[src/rtl/kbd_pkg.sv]
// Shared keyboard-path constants: FIFO geometry and the port addresses
// decoded by the port controller.
package kbd_pkg;

  localparam int KBD_DEPTH_LOG2 = 4;
  localparam int KBD_DEPTH      = 1 << KBD_DEPTH_LOG2;

  localparam logic [15:0] KBD_PORT_DATA = 16'h0060;
  localparam logic [15:0] KBD_PORT_STAT = 16'h0064;

endpackage

[src/rtl/kbd_fifo_mem.sv]
// Scancode storage: register array with one synchronous write port and one
// asynchronous read port.
module kbd_fifo_mem
  import kbd_pkg::*;
#(
  parameter int AW = KBD_DEPTH_LOG2,
  parameter int DW = 8
) (
  input  logic          clock,
  input  logic          we,
  input  logic [AW-1:0] waddr,
  input  logic [DW-1:0] wdata,
  input  logic [AW-1:0] raddr,
  output logic [DW-1:0] rdata
);

  logic [DW-1:0] mem [2**AW];

  always_ff @(posedge clock) begin
    if (we) mem[waddr] <= wdata;
  end

  assign rdata = mem[raddr];

endmodule

[src/rtl/kbd_fifo.sv]
// Keyboard scancode FIFO: edge-qualified capture of PS/2 bytes, head-of-queue
// presentation for port reads, sticky overflow and level IRQ1 request.
module kbd_fifo
  import kbd_pkg::*;
#(
  parameter int DEPTH_LOG2     = KBD_DEPTH_LOG2,
  parameter int FLUSH_ON_RESET = 1
) (
  input  logic                clock,
  input  logic                reset,
  input  logic [7:0]          ps2_data,
  input  logic                ps2_hit,
  input  logic                rd,
  input  logic                clr,
  input  logic                irq_en,
  output logic [7:0]          data_o,
  output logic                ready,
  output logic [DEPTH_LOG2:0] count,
  output logic                overflow,
  output logic                irq
);

  localparam logic [DEPTH_LOG2:0] FULL_COUNT = (DEPTH_LOG2 + 1)'(1 << DEPTH_LOG2);
  localparam logic                FLUSH_RST  = (FLUSH_ON_RESET != 0);

  logic [DEPTH_LOG2-1:0] wr_ptr;
  logic [DEPTH_LOG2-1:0] rd_ptr;
  logic                  hit_q;
  logic [7:0]            rdata;
  logic                  hold_off;
  logic                  flush;
  logic                  full;
  logic                  empty;
  logic                  push_req;
  logic                  pop_ok;
  logic                  push_ok;

  // Any cycle with reset or clr discards the push/pop presented with it.
  assign hold_off = reset | clr;
  assign flush    = clr | (reset & FLUSH_RST);
  assign full     = (count == FULL_COUNT);
  assign empty    = (count == '0);
  assign push_req = ps2_hit & ~hit_q & ~hold_off;
  assign pop_ok   = rd & ~empty & ~hold_off;
  // A full FIFO still accepts a push when a pop frees the slot this cycle.
  assign push_ok  = push_req & (~full | pop_ok);

  always_ff @(posedge clock) begin
    if (hold_off) hit_q <= 1'b0;
    else          hit_q <= ps2_hit;

    if (flush) begin
      wr_ptr   <= '0;
      rd_ptr   <= '0;
      count    <= '0;
      overflow <= 1'b0;
    end else begin
      if (push_ok) wr_ptr <= wr_ptr + 1'b1;
      if (pop_ok)  rd_ptr <= rd_ptr + 1'b1;
      case ({push_ok, pop_ok})
        2'b10:   count <= count + 1'b1;
        2'b01:   count <= count - 1'b1;
        default: count <= count;
      endcase
      if (push_req && !push_ok) overflow <= 1'b1;
    end
  end

  kbd_fifo_mem #(
    .AW(DEPTH_LOG2),
    .DW(8)
  ) u_mem (
    .clock(clock),
    .we   (push_ok),
    .waddr(wr_ptr),
    .wdata(ps2_data),
    .raddr(rd_ptr),
    .rdata(rdata)
  );

  assign data_o = empty ? 8'h00 : rdata;
  assign ready  = ~empty;
  assign irq    = ready & irq_en;

endmodule

[config.mk]
export PLATFORM = sky130hd
export DESIGN_NAME = kbd_fifo
export DESIGN_NICKNAME = d
export VERILOG_FILES = /design/src/rtl/kbd_pkg.sv /design/src/rtl/kbd_fifo_mem.sv /design/src/rtl/kbd_fifo.sv
export SDC_FILE = /design/constraint.sdc
export NUM_CORES = 1
export LEC_CHECK = 0
export BUFFER_PORTS_ARGS = -buffer_cell sky130_fd_sc_hd__buf_2
export CAP_MARGIN = 20
export CORE_ASPECT_RATIO = 0.6
export CORE_MARGIN = 4
export CORE_UTILIZATION = 51
export CTS_CLUSTER_DIAMETER = 200
export DETAILED_ROUTE_END_ITERATION = 10
export PLACE_DENSITY = 0.68
export SLEW_MARGIN = 20
export SYNTH_ARGS = -nofsm -noshare
export SYNTH_HDL_FRONTEND = slang
export SYNTH_SLANG_ARGS = --single-unit
[constraint.sdc]
create_clock -name clock -period 3.5 [get_ports clock]
set_input_delay 0.7 -clock clock [delete_from_list [all_inputs] [get_ports clock]]
set_output_delay 0.7 -clock clock [all_outputs]
set_load 0.1 [all_outputs]
# After elaboration in Yosys (flattened, before gate mapping)
# Memories as Yosys holds them, arrays and structs flattened. A register that Yosys moved wholly into a read port is not among the register bits.
# Index checks and enable logic that the tools add are counted.
dict set report word_totals {
  ff_bits 15
  ramBits 128
  in_bits 14
  wordCells 35
  n_memories 1
}
dict set report op_classes {
  n_addsub 4
  n_eq_ne 3
  muxes 6
  bitwise 12
  n_reduce_logical 4
}
# name words width read_ports rd_ports_with_merged_regs write_ports line_no
set mem_list {}
lappend mem_list {u_mem.mem 16 8 1 1 1 kbd_fifo_mem.sv:17} ;# logic [DW-1:0] mem [2**AW];
# op n
set ops {}
lappend ops {{one-hot mux 5 bit (2 select lines)} 1}
lappend ops {{adder 4 x 1 -> 4 bit (second input constant)} 2}
lappend ops {{2-to-1 mux 4 bit} 2}
lappend ops {{2-to-1 mux 8 bit} 1}
lappend ops {{bitwise AND 1 bit} 6}
lappend ops {{adder 5 x 1 -> 5 bit (second input constant)} 1}
lappend ops {{equality test 5 bit (second input constant)} 1}
lappend ops {{logical NOT 5 bit} 1}
lappend ops {{subtractor 5 x 1 -> 5 bit (second input constant)} 1}
lappend ops {{inverter 1 bit} 4}
lappend ops {{equality test 2 x 1 -> 1 bit (second input constant)} 1}
lappend ops {{equality test 2 bit (second input constant)} 1}
lappend ops {{2-to-1 mux 1 bit} 2}
lappend ops {{bitwise OR 1 bit} 2}
lappend ops {{nonzero test 2 bit} 1}
lappend ops {{logical AND 1 bit} 1}
lappend ops {{logical NOT 1 bit} 1}

# Depth between registers and ports, before layout
# Gate-level depths: netlist (run 1).
dict set report logic_depth {
  word_depth 8
  ltp_mapped 10
  mapped_depth_nobuf 10
}

# Hierarchy
# Synthesis (run 1) repeated with hierarchy kept, for this count alone.
dict set report hier_totals {
  hier_cells 321
  area_unflattened_um2 5921.9
}
# mod n_inst cells_each area_each_um2 seq_area_each_um2
set modules_own_cells {}
lappend modules_own_cells {kbd_fifo_mem 1 221 4987.3 3843.7}
lappend modules_own_cells {kbd_fifo 1 100 934.6 300.3}

# Worst setup path after synthesis (run 1)
# OpenSTA, ideal clock, no wires.
dict set report synth_timing {
  path_kind {register -> output}
  start {register count[0]}
  end {output port data_o[6]}
  t_arrival_ps 3836
  required_ps 2800
  setup_slack_ps -1036
  path_stages_with_launch 5
  n_path_buf 0
  cell_sequence {dfxtp_1 nor4_4 nand2_1 nand2_1 o22ai_1}
}
dict set report synth_via {
  elab_chain_len 2
}
# element line_no
set synth_lines {}
lappend synth_lines {{start: declaration} kbd_fifo.sv:18} ;# output logic [DEPTH_LOG2:0] count,
lappend synth_lines {{start signal: assignment} kbd_fifo.sv:61} ;# 2'b10: count <= count + 1'b1;
lappend synth_lines {{start signal: assignment} kbd_fifo.sv:62} ;# 2'b01: count <= count - 1'b1;
lappend synth_lines {{start signal: assignment} kbd_fifo.sv:63} ;# default: count <= count;
lappend synth_lines {{logical NOT 5 bit} kbd_fifo.sv:42} ;# assign empty = (count == '0);
lappend synth_lines {{2-to-1 mux 8 bit} kbd_fifo.sv:81} ;# assign data_o = empty ? 8'h00 : rdata;
lappend synth_lines {{end: declaration} kbd_fifo.sv:16} ;# output logic [7:0] data_o,
# Every way passes these cells.

==> flow_metrics.tcl, run 1 <==
set metrics [dict create \
    synth-compound-area-share 0.03023 \
    crit_path_max_fanout 25 \
    start_kind "flip-flop" \
    first_pass_iters 5 \
    yosys.area_share.adder 0.02044 \
    worstPathRequired_ns 2.80 \
    detail_route.wl_per_cell_um 21.03 \
    grt_pass1_wl_um 17780 \
    yosys.cell_types.count 36 \
    n_antenna_cell 0 \
    fin_cells 533 \
    async_flop_share 0 \
    synth_top_family_by_area "multiplexers" \
    yosysSeqAreaShare 0.7188 \
    combPwrFrac 0.052 \
    hold_depth 2 \
    p_clk_frac 0.470 \
    drv_cap 0 \
    clock_sinks 147 \
    grt_max_degree 33 \
    switching_share 0.2084 \
    fin_setup_tns_ns 0 \
    io_buffer_count 29 \
    place_hpwl_um 7447 \
    r2r-end "count[4]$_SDFFE_PP0P_" \
    critical_path_class "flip-flop to output pin" \
    r2r_start "count[0]$_SDFFE_PP0P_" \
    postCtsResizedCells 0 \
    row_count 30 \
    synth_nets 340 \
    grt_pass1_vias 3006 \
    dieWidth_um 146.6 \
    power.density_nw_per_um2 566.0 \
    max_freq_ghz 0.3145 \
    r2r_slack_ns 0.86 \
    first_iter_violations 247 \
    place_congestion 0.7822 \
    synthFlopType "edfxtp_1" \
    final_util 0.6296 \
    synthMuxAreaShare 0.1533 \
    root_buffer "clkbuf_16" \
    cts_setup_buffers 0 \
    synth_edf_count 128 \
    net-switching-power_mw 0.8364 \
    die_h_um 91.15 \
    hold_path_class "flip-flop to flip-flop" \
    clock_latency_ns 0.41 \
    num_io_pins 30 \
    num_vias 3044 \
    overflow 0 \
    totalWireLength_um 11210 \
    dieArea_um2 13360 \
    nets 399 \
    dpl.cell_count 501 \
    arrival_ns 2.48 \
    p_seq_frac 0.477 \
    initial_core_util 0.5219 \
    outcome "complete, no violations" \
    synthSimpleGateAreaFrac 0.04939 \
    whs_endpoint "overflow$_SDFFE_PP0P_" \
    rsz0062_at_grt "no" \
    hold_buffers 0 \
    cts_buffer_depth 2 \
    final.setup_skew_ns 0.01096 \
    synth_area_per_cell_um2 18.54 \
    ff2ff_path_depth 11 \
    drive_gt1_frac 0.3573 \
    area_growth_pct 20.63 \
    htreeDepth 4 \
    leakagePower_nw 2.341 \
    postSynthCellCount 317 \
    clk_pin_slew_ns 0.06 \
    fin_crit_sh 0.9084 \
    hold_violations 0 \
    intPower_mw 3.176 \
    worst_pin_slew_ns 0.4890 \
    antenna_found_initial 0 \
    slew_headroom 0.6740 \
    ir_drop_uv 332.5 \
    cts_made_buffers 17 \
    end_kind "output pin" \
    p_total_mw 4.013 \
    ant_nets 0 \
    grtUsageTotal 0.1819 \
    report.final.slew_viol_count 0 \
    fin_crit_ns 3.179 \
    cts_tree "built" \
    core_area_um2 11260 \
    syn_area_um2 5877 \
    vias_per_cell 5.711 \
    drc 0 \
    hold_start "overflow$_SDFFE_PP0P_" \
    yosys_warnings 0 \
    synth_xor_area_frac 0.01192 \
    setup_viol 0 \
    ys_ff_latch 147 \
]
[power by group through the flow]
stage / clock network, mW / logic (mW) / registers, mW
floorplan: 0 / 0.141 / 1.96
global placement: 0 / 0.208 / 1.95
detailed placement: 0 / 0.211 / 1.95
CTS: 1.92 / 0.212 / 1.92
global route: 1.99 / 0.223 / 1.92
finish: 1.89 / 0.209 / 1.92
[area by class of cell]
type / count / area (µm²)
Clock buffer: 19 / 442.9
Clock inverter: 13 / 183.9
Fill cell: 785 / 4172
Inverter: 11 / 41.29
Multi-Input combinational cell: 146 / 1672
Sequential cell: 147 / 4232
Tap cell: 144 / 180.2
Timing Repair Buffer: 53 / 337.8
[Yosys cell counts (3+ instances only)]
cell type	count	area [µm²]
nand2_1	7	26.28
nand3_1	7	35.03
xor2_1	6	52.55
o21ai_1	4	20.02
buf_2	3	15.01
ha_1	8	100.1
edfxtp_1	128	3844
mux2i_1	18	180.2
nor3_1	8	40.04
dfxtp_1	19	380.4
mux4_2	32	720.7
inv_1	10	37.54
o22ai_1	8	50.05
nor2_1	16	60.06
clkbuf_1	8	30.03
and2_1	6	37.54
[critical path, cell delays in order, from the launching register on]
cell,delay (ns)
dfxtp_2,0.52
buf_12,0.28
mux4_2,0.53
mux2i_1,0.28
o22ai_4,0.14
buf_2,0.31
[routing by layer]
layer	global-route usage	part of all wire	up-vias
met2	0.2378	0.43	102
met1	0.2928	0.50	1547
met4	0.05399	0.010	0
met3	0.05287	0.062	11
li1	-	-	1384
met5	0	0	-
[cell usage in the layout (no fill, tap or decap), types with 6 or more instances in the layout]
| cell type | instances |
|---|---|
| nand3_1 | 7 |
| clkbuf_16 | 17 |
| edfxtp_1 | 128 |
| ha_1 | 8 |
| buf_4 | 23 |
| inv_1 | 10 |
| dfxtp_1 | 13 |
| nor3_1 | 8 |
| xor2_1 | 6 |
| and2_1 | 6 |
| mux4_2 | 32 |
| buf_2 | 29 |
| mux2i_1 | 18 |
| nand2_1 | 6 |
| o22ai_4 | 8 |
| dfxtp_2 | 6 |
| nor2_1 | 16 |
[per-stage QoR]
| step | setup WS, ns | cell area [µm²] | hold WS [ns] |
|---|---|---|---|
| floorplan | 0.08147 | 5996 | 0.4847 |
| global route | 0.1679 | 7089 | 0.5265 |
| global placement | 0.7183 | 6462 | 0.4771 |
| detailed placement | 0.6311 | 6462 | 0.4844 |
| finish | 0.3206 | 7089 | 0.4924 |
| CTS | 0.2684 | 7089 | 0.4981 |
[state kept, by name, indices dropped and copies added, names as in the netlist, named ones only]
name       cells
u_mem.mem    128
wr_ptr         4
count          5
rd_ptr         4
hit_q          1
overflow       1
[how the worst max path moves through the flow]
stage	slack, ns	startpoint	endpoint
6_report	0.32	flip-flop	data_o[4]
3_5_place_dp	0.63	rd	count[4]$_SDFFE_PP0P_
4_1_cts	0.27	flip-flop	data_o[2]
5_1_grt	0.17	flip-flop	data_o[4]
2_1_floorplan	0.08	count[3]$_SDFFE_PP0P_	data_o[0]
3_3_place_gp	0.72	flip-flop	data_o[4]
[logic make-up after synthesis]
family / count (synthesis)
AO/OA/AOI/OAI: 24
adder cells (fa/ha/maj): 9
AND/OR/NAND/NOR: 55
multiplexers: 50
XOR/XNOR: 8
flip-flops: 147
buffers and inverters: 24
No activity file was read; power rests on OpenSTA's default activity.
==> run 2: changes to the inputs <==
--- a/config.mk
+++ b/config.mk
@@ -5,6 +5,7 @@
 export SDC_FILE = /design/constraint.sdc
 export NUM_CORES = 1
 export LEC_CHECK = 0
+export ABC_AREA = 1
 export BUFFER_PORTS_ARGS = -buffer_cell sky130_fd_sc_hd__buf_2
 export CAP_MARGIN = 20
 export CORE_ASPECT_RATIO = 0.6
==> flow_metrics.tcl, run 2 <==
set metrics [dict create \
    first_iter_violations 574 \
    power.density_nw_per_um2 546.6 \
    vias_per_cell 5.543 \
    row_count 30 \
    ir_drop_uv 336.5 \
    initial_core_util 0.5343 \
    die_h_um 93.39 \
    rsz0062_at_grt "no" \
    slew_headroom 0.4177 \
    totalWireLength_um 14650 \
    core_area_um2 11600 \
    grt_pass1_wl_um 22790 \
    clock_sinks 147 \
    critical_path_class "flip-flop to output pin" \
    yosysSeqAreaShare 0.6816 \
    cts_buffer_depth 2 \
    synth_most_common_cell "nand2_1" \
    yosys_warnings 0 \
    largest_register_ffs 128 \
    hold_buffers 0 \
    grtUsageTotal 0.2205 \
    final_cell_mix "nand2_1, edfxtp_1, nand3_1" \
    antenna_found_initial 0 \
    start_kind "flip-flop" \
    cts_setup_buffers 0 \
    num_vias 4185 \
    fin_setup_tns_ns 0 \
    cts_tree "built" \
    num_io_pins 30 \
    worstPathCellList "inv_1 -> buf_4 -> nand3_1 -> nand3_1 -> a21oi_1 -> o21a_1 -> buf_12" \
    syn_area_um2 6197 \
    hold_violations 0 \
    ys_ff_latch 147 \
    yosys.cell_types.count 28 \
    worst_slack_ns 0.3918 \
    synth_top_cell_area_share 0.6202 \
    place_congestion 0.8565 \
    hold_path_class "flip-flop to flip-flop" \
    fin_crit_sh 0.8881 \
    hold_depth 1 \
    synth_area_per_cell_um2 11.25 \
    dieArea_um2 14040 \
    report.final.slew_viol_count 0 \
    grt_pass1_vias 4052 \
    cts_made_buffers 17 \
    synth.top_cells.by_area "edfxtp_1, nand2_1, nand3_1" \
    r2r_start "count[3]$_SDFFE_PP0P_" \
    setup_viol 0 \
    drive_gt1_frac 0.1479 \
    crit_path_max_fanout 23 \
    r2r-end "count[4]$_SDFFE_PP0P_" \
    dp_slack_ns 0.7112 \
    n_antenna_cell 0 \
    end_kind "output pin" \
    cp_common_cell "nand3_1" \
    place_hpwl_um 9372 \
    async_flop_share 0 \
    largest_register "u_mem.mem" \
    top_regs "u_mem.mem: 128 flops, count: 5 flops" \
    root_buffer "clkbuf_16" \
    grt_max_degree 65 \
    max_freq_ghz 0.3217 \
    leakagePower_nw 2.684 \
    hold_start "rd_ptr[3]$_SDFFE_PP0P_" \
    synthFlopType "edfxtp_1" \
    io_buffer_count 29 \
    worstPathRequired_ns 2.80 \
    dieWidth_um 150.3 \
    arrival_ns 2.41 \
    finish.instance_area_um2 7174 \
    layout_commonest_cell "nand2_1" \
    synth_edf_count 128 \
    drc 0 \
    final.setup_skew_ns 0.01385 \
    overflow 0 \
    place_area_um2 6570 \
    ff2ff_path_depth 14 \
    fin_crit_ns 3.108 \
    clock_latency_ns 0.42 \
    drv_cap 0 \
    outcome "complete, no violations" \
    area_growth_pct 15.77 \
    nets 605 \
    htreeDepth 4 \
    synth_top_area_cell "edfxtp_1" \
    yosys-top-cells-count "nand2_1, edfxtp_1, nand3_1" \
    first_pass_iters 5 \
    crit_slowest_cell "inv_1" \
    whs_endpoint "rd_ptr[3]$_SDFFE_PP0P_" \
    clk_pin_slew_ns 0.06 \
    postCtsResizedCells 0 \
    r2r_slack_ns 0.67 \
    worst_pin_slew_ns 0.8725 \
    detail_route.wl_per_cell_um 19.41 \
    ant_nets 0 \
    synth_nets 574 \
    postSynthCellCount 551 \
    cp_slowest_stage_delay_ns 0.63 \
]
-- run 2: changes by cell type after synthesis, sizes merged, moves of 7 or more --
cell,previous run,this run
a21oi,3,25
buf,5,23
inv,11,27
mux2i,18,0
mux4,32,0
nand2,7,157
nand3,7,105
nor2,16,31
o21a,1,8
o22ai,8,0
-- run 2: worst max-delay path by stage --
stage,from,endpoint,slack (ns),depth (start not counted)
2_1_floorplan,count[4]$_SDFFE_PP0P_,data_o[0],0.15,4
3_3_place_gp,clr,u_mem.mem[6][0]$_DFFE_PP_,0.89,8
3_5_place_dp,count[3]$_SDFFE_PP0P_,count[4]$_SDFFE_PP0P_,0.71,14
4_1_cts,flip-flop,data_o[2],0.38,7
5_1_grt,flip-flop,data_o[5],0.26,7
6_report,flip-flop,data_o[2],0.39,7
-- run 2: cells by family (layout without fill, tap and decap cells) --
kind of cell	count (synthesis)	count (layout)	share of synthesized area
AOI/OAI and AO/OA	44	44	0.03897
xor gates and xnor gates	3	3	0.004241
buffers and inverters	53	97	0.04442
DFF	147	147	0.6816
adders and majority gates	9	9	0.01938
and+or+nand+nor	295	295	0.2114
-- run 2: critical path, delay by kind of cell (launching register included) --
| family | cells | cell delay (ns) |
|---|---|---|
| buffers and inverters | 3 | 1.13 |
| AOI/OAI and AO/OA | 2 | 0.33 |
| DFF | 1 | 0.32 |
| and+or+nand+nor | 2 | 0.20 |
-- run 2: power by group --
part | internal [mW] | switching (mW)
Combinational | 0.0494 | 0.151
Sequential | 1.91 | 0.00383
Clock | 1.10 | 0.706
-- run 2: layout make-up --
| class | instances | area (µm²) |
|---|---|---|
| inverters | 28 | 108.9 |
| clock buffers | 24 | 546.8 |
| well taps | 160 | 200.2 |
| flip-flops and latches | 147 | 4225 |
| multi-input cells | 351 | 1698 |
| repair buffers | 37 | 337.8 |
| fillers | 913 | 4424 |
| clock inverters | 8 | 57.56 |
-- run 2: per-stage QoR --
stage	cells	hold WS (ns)	util	power, mW
3_3_place_gp	723	0.4265	0.5665	2.145
5_1_grt	755	0.5000	0.6186	4.029
3_5_place_dp	723	0.4398	0.5665	2.149
4_1_cts	755	0.4611	0.6186	3.935
6_report	755	0.4658	0.6186	3.921
2_1_floorplan	551	0.4120	-	2.072
-- run 2: metal layers --
| layer | track usage | routed length (µm) |
|---|---|---|
| met1 | 0.3380 | 6730 |
| met2 | 0.3157 | 6418 |
| met3 | 0.05278 | 1390 |
| met4 | 0.05632 | 112 |
| met5 | 0 | 0 |
==> run 3: changes to the inputs <==
==> constraint.sdc (replaced) <==
create_clock -name clock -period 3.7 [get_ports clock]
set_input_delay 0.74 -clock clock [delete_from_list [all_inputs] [get_ports clock]]
set_output_delay 0.74 -clock clock [all_outputs]
set_load 0.1 [all_outputs]
==> flow_metrics.tcl, run 3 (synthesized netlist as in run 2, its figures left out) <==
set metrics [dict create \
    cp_slowest_stage_delay_ns 0.55 \
    row_count 30 \
    rsz0062_at_grt "no" \
    grt_max_degree 65 \
    nets 606 \
    dieWidth_um 150.3 \
    overflow 0 \
    io_buffer_count 29 \
    clock_latency_ns 0.41 \
    fin_crit_ns 3.141 \
    hold_depth 1 \
    htreeDepth 4 \
    detail_route.wl_per_cell_um 18.46 \
    worstPathCellList "buf_4 -> nand2_1 -> nand3_1 -> nand3_1 -> a21oi_1 -> o21a_1 -> buf_12" \
    hold_start "rd_ptr[3]$_SDFFE_PP0P_" \
    hold_ws_ns 0.4477 \
    place_congestion 0.8190 \
    p_total_mw 3.813 \
    fin_crit_sh 0.8489 \
    hold_buffers 0 \
    clock_sinks 147 \
    num_io_pins 30 \
    grt_pass1_wl_um 22010 \
    final.setup_skew_ns 0.006660 \
    worst_pin_slew_ns 1.020 \
    outcome "complete, no violations" \
    start_kind "flip-flop" \
    arrival_ns 2.40 \
    critical_path_class "flip-flop to output pin" \
    finish.instance_area_um2 7222 \
    hold_violations 0 \
    hold_path_class "flip-flop to flip-flop" \
    die_h_um 93.39 \
    end_kind "output pin" \
    clk_pin_slew_ns 0.06 \
    cts_tree "built" \
    worstPathRequired_ns 2.96 \
    final_cell_mix "nand2_1, edfxtp_1, nand3_1" \
    drc 0 \
    grtUsageTotal 0.2106 \
    cts_buffer_depth 2 \
    ff2ff_path_depth 14 \
    setup_viol 0 \
    initial_core_util 0.5343 \
    ir_drop_uv 360.1 \
    num_vias 4190 \
    top_regs "u_mem.mem: 128 flops, count: 5 flops" \
    power.density_nw_per_um2 527.9 \
    largest_register_ffs 128 \
    crit_path_max_fanout 64 \
    crit_slowest_cell "buf_4" \
    antenna_found_initial 0 \
    root_buffer "clkbuf_16" \
    r2r_slack_ns 1.42 \
    cp_common_cell "nand3_1" \
    first_iter_violations 453 \
    dpl.cell_count 724 \
    layout_commonest_cell "nand2_1" \
    cts_made_buffers 17 \
    grt_pass1_vias 3989 \
    vias_per_cell 5.542 \
    r2r_start "count[3]$_SDFFE_PP0P_" \
    report.final.slew_viol_count 0 \
    place_hpwl_um 9106 \
    r2r-end "count[4]$_SDFFE_PP0P_" \
    first_pass_iters 5 \
    cts_setup_buffers 0 \
    leakagePower_nw 2.698 \
    slew_headroom 0.3172 \
    largest_register "u_mem.mem" \
    core_area_um2 11600 \
    place_area_um2 6578 \
    max_freq_ghz 0.3184 \
    totalWireLength_um 13960 \
    ant_nets 0 \
    fin_setup_tns_ns 0 \
    postCtsResizedCells 0 \
    fin_cells 756 \
    drive_gt1_frac 0.1493 \
    area_growth_pct 16.54 \
    drv_cap 0 \
    n_antenna_cell 0 \
    dieArea_um2 14040 \
]
-- run 3: changes by cell type in the layout (fill, tap and decap cells not counted) --
| cell | delta |
|---|---|
| bufinv_16 | +2 |
| clkinvlp_4 | +2 |
| inv_4 | -2 |
| buf_4 | +1 |
| clkbuf_8 | -1 |
| clkinv_4 | -1 |
-- run 3: metal layers --
| layer | GRT usage | routed length (µm) | up-vias | part of all wire |
|---|---|---|---|---|
| met3 | 0.05278 | 1436 | 16 | 0.10 |
| met1 | 0.3137 | 6227 | 1998 | 0.45 |
| met2 | 0.3026 | 6135 | 200 | 0.44 |
| li1 | - | - | 1976 | - |
| met5 | 0 | 0 | - | 0 |
| met4 | 0.06925 | 158 | 0 | 0.011 |
-- run 3: layout make-up --
class | count | area, µm²
sequential | 147 | 4225
clock inverter | 9 | 111.4
clock buffer | 23 | 533.0
multi-input combinational | 351 | 1698
tap | 160 | 200.2
timing repair buffer | 38 | 345.3
inverter | 28 | 108.9
fill | 911 | 4377
-- run 3: report_power, final --
part	switching (mW)	internal [mW]	total [mW]
logic	0.139	0.0480	0.187
clock network	0.658	1.16	1.82
registers	0.00368	1.81	1.81
-- run 3: how the worst max path moves through the flow --
| stage | start | endpoint | depth (start not counted) |
|---|---|---|---|
| after floorplan | count[4]$_SDFFE_PP0P_ | data_o[0] | 4 |
| after global placement | clr | u_mem.mem[7][6]$_DFFE_PP_ | 8 |
| after detailed placement | clr | count[4]$_SDFFE_PP0P_ | 15 |
| after CTS | flip-flop | data_o[6] | 7 |
| after global routing | flip-flop | data_o[1] | 7 |
| final | flip-flop | data_o[6] | 7 |
-- run 3: through the flow --
| stage | setup WS [ns] | utilization |
|---|---|---|
| floorplan | 0.3090 | - |
| global route | 0.4039 | 0.6227 |
| global placement | 1.042 | 0.5671 |
| finish | 0.5592 | 0.6227 |
| CTS | 0.5721 | 0.6227 |
| detailed placement | 0.9643 | 0.5671 |
-- run 3: worst max-delay path: cells and delay by family (launching register included) --
family / cells / cell delay, ns
compound gates: 2 / 0.43
buf+inv: 2 / 0.73
flops: 1 / 0.34
simple gates: 3 / 0.45
